**src/rtl/diff_pair_sched_if.sv**
```systemverilog
// rtl/diff_pair_sched_if.sv - requester/response bundle for diff_pair_sched
interface diff_pair_sched_if #(
   parameter int WIDTH = 6
);
   logic             req_0;
   logic             req_1;
   logic [WIDTH-1:0] a_0;
   logic [WIDTH-1:0] b_0;
   logic [WIDTH-1:0] a_1;
   logic [WIDTH-1:0] b_1;
   logic             ack_0;
   logic             ack_1;
   logic             valid_out;
   logic [WIDTH-1:0] out1;
   logic             grant_id;
   logic             busy;

   modport master (
      output req_0, req_1, a_0, b_0, a_1, b_1,
      input  ack_0, ack_1, valid_out, out1, grant_id, busy
   );

   modport slave (
      input  req_0, req_1, a_0, b_0, a_1, b_1,
      output ack_0, ack_1, valid_out, out1, grant_id, busy
   );
endinterface

```
**src/rtl/diff_pair_sched.sv**
```systemverilog
// rtl/diff_pair_sched.sv - round-robin scheduler for the shared reg_1 - reg_0 datapath
module diff_pair_sched #(
   parameter int WIDTH = 6
) (
   input  logic               clock_0,
   input  logic               reset_0,
   diff_pair_sched_if.slave   bus
);
   typedef enum logic [1:0] {IDLE, CALC, RESP} state_t;

   state_t           state;
   logic             rr;
   logic [WIDTH-1:0] reg_0;
   logic [WIDTH-1:0] reg_1;
   logic             grant_next;

   always_comb begin
      grant_next = bus.req_1;
      if (bus.req_0 && bus.req_1) begin
         grant_next = rr;
      end
   end

   // RESP spans two cycles: the first raises valid/ack, the second retires them.
   always_ff @(posedge clock_0) begin
      if (!reset_0) begin
         state         <= IDLE;
         rr            <= 1'b0;
         reg_0         <= '0;
         reg_1         <= '0;
         bus.out1      <= '0;
         bus.valid_out <= 1'b0;
         bus.ack_0     <= 1'b0;
         bus.ack_1     <= 1'b0;
         bus.grant_id  <= 1'b0;
         bus.busy      <= 1'b0;
      end else begin
         case (state)
            IDLE: begin
               if (bus.req_0 || bus.req_1) begin
                  reg_0        <= grant_next ? bus.a_1 : bus.a_0;
                  reg_1        <= grant_next ? bus.b_1 : bus.b_0;
                  bus.grant_id <= grant_next;
                  bus.busy     <= 1'b1;
                  state        <= CALC;
               end
            end
            CALC: begin
               bus.out1 <= reg_1 - reg_0;
               state    <= RESP;
            end
            RESP: begin
               if (!bus.valid_out) begin
                  bus.valid_out <= 1'b1;
                  bus.ack_0     <= ~bus.grant_id;
                  bus.ack_1     <= bus.grant_id;
               end else begin
                  bus.valid_out <= 1'b0;
                  bus.ack_0     <= 1'b0;
                  bus.ack_1     <= 1'b0;
                  bus.busy      <= 1'b0;
                  rr            <= ~bus.grant_id;
                  state         <= IDLE;
               end
            end
            default: begin
               state <= IDLE;
            end
         endcase
      end
   end
endmodule

```
**src/flat_wrapper.sv**
```systemverilog
// flat-port wrapper written by rule: the top's interface ports become plain ports
module diff_pair_sched_flat 
#(
   parameter int WIDTH = 6
)
  (clock_0, reset_0, bus_req_0, bus_req_1, bus_a_0, bus_b_0, bus_a_1, bus_b_1, bus_ack_0, bus_ack_1, bus_valid_out, bus_out1, bus_grant_id, bus_busy);
  diff_pair_sched_if #(.WIDTH(WIDTH)) bus_i ();
  input  logic clock_0;
  input  logic reset_0;
  input wire logic [$bits(bus_i.req_0)-1:0] bus_req_0;
  input wire logic [$bits(bus_i.req_1)-1:0] bus_req_1;
  input wire logic [$bits(bus_i.a_0)-1:0] bus_a_0;
  input wire logic [$bits(bus_i.b_0)-1:0] bus_b_0;
  input wire logic [$bits(bus_i.a_1)-1:0] bus_a_1;
  input wire logic [$bits(bus_i.b_1)-1:0] bus_b_1;
  output wire logic [$bits(bus_i.ack_0)-1:0] bus_ack_0;
  output wire logic [$bits(bus_i.ack_1)-1:0] bus_ack_1;
  output wire logic [$bits(bus_i.valid_out)-1:0] bus_valid_out;
  output wire logic [$bits(bus_i.out1)-1:0] bus_out1;
  output wire logic [$bits(bus_i.grant_id)-1:0] bus_grant_id;
  output wire logic [$bits(bus_i.busy)-1:0] bus_busy;
  assign bus_i.req_0 = bus_req_0;
  assign bus_i.req_1 = bus_req_1;
  assign bus_i.a_0 = bus_a_0;
  assign bus_i.b_0 = bus_b_0;
  assign bus_i.a_1 = bus_a_1;
  assign bus_i.b_1 = bus_b_1;
  assign bus_ack_0 = bus_i.ack_0;
  assign bus_ack_1 = bus_i.ack_1;
  assign bus_valid_out = bus_i.valid_out;
  assign bus_out1 = bus_i.out1;
  assign bus_grant_id = bus_i.grant_id;
  assign bus_busy = bus_i.busy;
  diff_pair_sched #(.WIDTH(WIDTH)) u_core (.clock_0(clock_0), .reset_0(reset_0), .bus(bus_i));
endmodule
```
**config.mk**
```make
export PLATFORM = sky130hd
export DESIGN_NAME = diff_pair_sched_flat
export DESIGN_NICKNAME = d
export VERILOG_FILES = /design/src/rtl/diff_pair_sched_if.sv /design/src/rtl/diff_pair_sched.sv /design/src/flat_wrapper.sv
export SDC_FILE = /design/constraint.sdc
export NUM_CORES = 1
export LEC_CHECK = 0
export ABC_AREA = 1
export BUFFER_PORTS_ARGS = -buffer_cell sky130_fd_sc_hd__buf_2
export CAP_MARGIN = 10
export CORE_AREA = 8 8 62 64
export DETAILED_ROUTE_END_ITERATION = 10
export DIE_AREA = 0 0 70 72
export PLACE_DENSITY = 0.7
export SLEW_MARGIN = 20
export SYNTH_ARGS = -nofsm -noshare
export SYNTH_HDL_FRONTEND = slang
export SYNTH_SLANG_ARGS = --single-unit
```
**constraint.sdc**
```tcl
create_clock -name clock_0 -period 2.51 [get_ports clock_0]
set_input_delay 0.251 -clock clock_0 [delete_from_list [all_inputs] [get_ports clock_0]]
set_output_delay 0.251 -clock clock_0 [all_outputs]
set_load 0.01 [all_outputs]
```
Word-level counts from Yosys, hierarchy flattened
Cells that the tools add are included.

storage, ports and cells
  register bits = 26
  bits of input ports = 28
  output and inout bits = 11
  word-level logic and storage cells = 36

operators by class
  add/sub/neg operators = 1
  eq/ne operators = 4
  multiplexer cells = 12
  bitwise logic cells = 1
  reduce and logical (&&, ||, !) cells = 8

operators with widths
  cell                number
  $mux 6              2
  $mux 1              6
  $pmux 2 s3          1
  $reduce_and 2->1    3
  $sub 6x6->6         1
  $mux 2              2
  $ne 2x1->1 const B  2
  $reduce_and 3->1    1
  $eq 2x1->1 const B  1
  $eq 2x2->1 const B  1
  $logic_not 2->1     1
  $pmux 1 s2          1
  $reduce_bool 2->1   1
  $logic_and 1x1->1   1
  $logic_or 1x1->1    1
  $not 1->1           1

Longest topological paths before layout
  depth after elaboration = 3
  mapped depth = 10
  mapped depth without buffers = 10

Worst setup path after synthesis
Ideal clock, no wire load.

  path kind = register to register
  start = reg u_core.reg_1[0]
  end = reg u_core.bus.out1[4]
  library setup time = 0.074 ns
  data arrival time = 1.380 ns
  data required time = 2.436 ns
  setup slack = 1.056 ns
  cell stages (with the launch flop) = 7
  path buffers = 0
  clock period less this slack = 1.454 ns
  cell sequence = dfxtp_1 > inv_1 > ha_1 > fa_1 > nand3b_1 > a21o_1 > a31oi_1

between the ends
  cells in the longest elaborated chain, start to end = 1

ends and longest elaborated chain
  element                 RTL line                  source
  start, declared         diff_pair_sched.sv:14     logic [WIDTH-1:0] reg_1;
  start signal, assigned  diff_pair_sched.sv:42     reg_1 <= grant_next ? bus.b_1 : bus.b_0;
  $sub 6x6->6             diff_pair_sched.sv:49     bus.out1 <= reg_1 - reg_0;
  end signal, assigned    diff_pair_sched.sv:49
  end, declared           diff_pair_sched_if.sv:25  output ack_0, ack_1, valid_out, out1, grant_id, busy

No other way between the ends.
A chain may end at the register's enable or synchronous reset.

Worst setup path after layout
Same ends and word-level chain as after synthesis.

==> results.sh <==
export IMPL_endpoint_kind="flip-flop"
export IMPL_hold_path_class="in2reg"
export IMPL_cp_arrival_ps=1820
export IMPL_p_sw_w=0.000321
export IMPL_die_w_um=70
export IMPL_start_kind="flip-flop"
export IMPL_start_util_pct=43.2
export IMPL_pwr_share_seq_pct=46.0
export IMPL_min_from="bus_b_1[5]"
export IMPL_cts_tree="done"
export IMPL_ir_drop_v=0.000434
export IMPL_grt_usage_pct=9.80
export IMPL_final_common_cell="buf_2"
export IMPL_power_density_mw_per_mm2=714
export IMPL_grt_max_degree=28
export IMPL_place_hpwl_um=1950
export IMPL_synth_warning_count=0
export IMPL_r2r_end="u_core.bus.out1[4]"
export IMPL_holdPathStages=3
export IMPL_drc=0
export IMPL_portBuffers=38
export IMPL_slew_violations=0
export IMPL_fin_crit_sh_pct=62.0
export IMPL_netlist_area_mm2=0.00125
export IMPL_rows=20
export IMPL_combPwrFrac_pct=26.8
export IMPL_dr_pass1_iters=4
export IMPL_vias=1128
export IMPL_cts_hold_buffers_added=0
export IMPL_clkTransAtPathRegs_ps=150
export IMPL_hold_viol_final=0
export IMPL_p_sw_share_pct=30.1
export IMPL_r2r_setup_slack_ps=950
export IMPL_rsz0062_at_grt="false"
export IMPL_syn_inst=163
export IMPL_die_area_mm2=0.00504
export IMPL_relSlewSlack_pct=70.4
export IMPL_setup_ws_ps=953
export IMPL_place_ws_ps=991
export IMPL_layout_nets=233
export IMPL_ff2ff_path_depth=6
export IMPL_hold_path_end="u_core.reg_1[5]"
export IMPL_core_mm2=0.00290
export IMPL_most_common_layout_cells="buf_2 (38), nand2_1 (36), dfxtp_1 (26)"
export IMPL_power_w=0.00107
export IMPL_status="finished, final reports clean"
export IMPL_finalWeightedCongestion=0.778
export IMPL_crit_type="reg2reg"
export IMPL_fmax_ghz=0.642
export IMPL_avgSynthCellArea_um2=7.70
export IMPL_cts_setup_buffers=0
export IMPL_wl_um=2540
export IMPL_io_pins=39
export IMPL_timing_hold_ws_ps=164
export IMPL_numClockSinks=26
export IMPL_synth_seq_cells=26
export IMPL_timing_rr_start="u_core.reg_1[0]"
export IMPL_grt_pass1_wl_um=4340
export IMPL_min_period_ps=1560
export IMPL_fillerInstances=298
export IMPL_ys_types=26
export IMPL_fin_skew_ps=9.60
export IMPL_grt_ovfl_total=0
export IMPL_clk_latency_ps=330
export IMPL_antenna_found_initial=0
export IMPL_clockRootBuffer="clkbuf_4"
export IMPL_drive_gt1_share_pct=27.3
export IMPL_grt_pass1_vias=1047
export IMPL_cts_max_path_buffers=2
export IMPL_die_h_um=72
export IMPL_wire_per_inst_um=11.0
export IMPL_viasPerCell=4.88
export IMPL_drtIter0Drc=76
export IMPL_critical_path_required_ps=2770
export IMPL_worst_slew_pin_slew_ps=443
export IMPL_clkPwrFrac_pct=27.3
export IMPL_setup_viol=0
export IMPL_cts_buffers=3
export IMPL_synth_fp_nets=197
export IMPL_p_int_w=0.000745
export IMPL_postRouteAntennaNets=0
export IMPL_h_tree_depth=1
export IMPL_n_antenna_cell=0
export IMPL_area_delta_synth_final_pct=19.0
export IMPL_crit_path_max_fanout=2
export IMPL_cts_resized=0
export IMPL_p_leak_nw=0.710
export IMPL_synth_yosys_seq_area_share_pct=41.5
export IMPL_finalSetupTns_ps=0
export IMPL_drv_cap=0
export IMPL_crit_path_start="u_core.reg_1[0]"
==> registers in the layout (all words and copies together), names as in the netlist <==
| name | flops |
|---|---|
| u_core.bus.out1 | 6 |
| u_core.reg_0 | 6 |
| u_core.reg_1 | 6 |
| u_core.state | 2 |
| u_core.bus.ack_0 | 1 |
| u_core.bus.ack_1 | 1 |
| u_core.bus.busy | 1 |
| u_core.bus.grant_id | 1 |
| u_core.bus.valid_out | 1 |
| u_core.rr | 1 |
==> synth_stat cells <==
| master | count | area share (%) |
|---|---|---|
| o21ai_1 | 6 | 2.4 |
| dfxtp_1 | 26 | 41 |
| a21o_1 | 1 | 0.60 |
| nand3b_1 | 2 | 1.2 |
| inv_2 | 5 | 1.5 |
| nand2_1 | 36 | 11 |
| xor2_1 | 1 | 0.70 |
| nor2_2 | 4 | 2.0 |
| o211ai_1 | 1 | 0.60 |
| buf_4 | 2 | 1.2 |
| inv_1 | 12 | 3.6 |
| or2_1 | 1 | 0.50 |
| nor2_8 | 1 | 1.6 |
| buf_2 | 3 | 1.2 |
| nand2_2 | 2 | 1.0 |
| a21oi_1 | 12 | 4.8 |
| ha_1 | 5 | 5.0 |
| fa_1 | 1 | 1.6 |
| a31oi_1 | 13 | 6.5 |
| o21ai_0 | 13 | 5.2 |
| xnor2_1 | 1 | 0.70 |
| clkbuf_1 | 1 | 0.30 |
| nor2_1 | 6 | 1.8 |
| nand3_1 | 6 | 2.4 |
| o21a_1 | 1 | 0.60 |
| buf_6 | 1 | 0.90 |
==> power groups by stage <==
| stage | Clock, W | Combinational, W | Sequential (W) |
|---|---|---|---|
| after global placement | 0 | 0.000286 | 0.000498 |
| after global routing | 0.000310 | 0.000328 | 0.000496 |
| after detailed placement | 0 | 0.000288 | 0.000499 |
| after floorplan | 0 | 0.000211 | 0.000505 |
| after CTS | 0.000289 | 0.000288 | 0.000490 |
| final | 0.000291 | 0.000285 | 0.000490 |
==> cell type report <==
type,count,area [um^2],share of cell area (%)
Clock buffer,3,22.5,1.51
Inverter,17,63.8,4.27
Timing Repair Buffer,38,190,12.7
Sequential cell,26,520,34.8
Tap cell,33,41.3,2.76
Multi-Input combinational cell,113,626,41.9
Clock inverter,1,30.0,2.01
==> worst max path at each step <==
stage and endpoint:
2_1_floorplan u_core.bus.out1[4], 3_3_place_gp u_core.bus.out1[4], 3_5_place_dp u_core.bus.out1[4], 4_1_cts u_core.bus.out1[4], 5_1_grt u_core.bus.out1[4], 6_report u_core.bus.out1[4]
==> worst max-delay path, stage by stage, from the launching register on <==
cell      delay [ps]
dfxtp_1          350
inv_1             40
ha_1             210
fa_1             390
nand3b_1         190
a21o_1           190
a31oi_1          110
==> stage by stage <==
stage / instance area, um^2 / util (%) / std cells
finish: 1490 / 51.5 / 231
global route: 1490 / 51.5 / 231
CTS: 1490 / 51.5 / 231
detailed placement: 1440 / 49.7 / 227
global placement: 1440 / 49.7 / 227
floorplan: 1250 / - / 163
==> layer usage <==
metal	global-route usage (%)	share of wire, %	vias to the layer above
li1	-	-	615
met1	13.6	53	477
met2	14.1	40	34
met3	1.91	5.6	2
met4	4.69	1.2	0
met5	0	0	-
==> logic make-up (layout without fill, tap and decap cells) <==
kind of cell             Yosys count  after routing  share of synthesized area [%]
flip-flops                        26             26                           41.5
XOR/XNOR                           2              2                           1.40
adder cells (fa/ha/maj)            6              6                           6.58
AND/OR/NAND/NOR                   58             58                           21.2
AO/OA/AOI/OAI                     47             47                           20.6
buffers and inverters             24             59                           8.67
No activity file was read; power rests on OpenSTA's default activity.
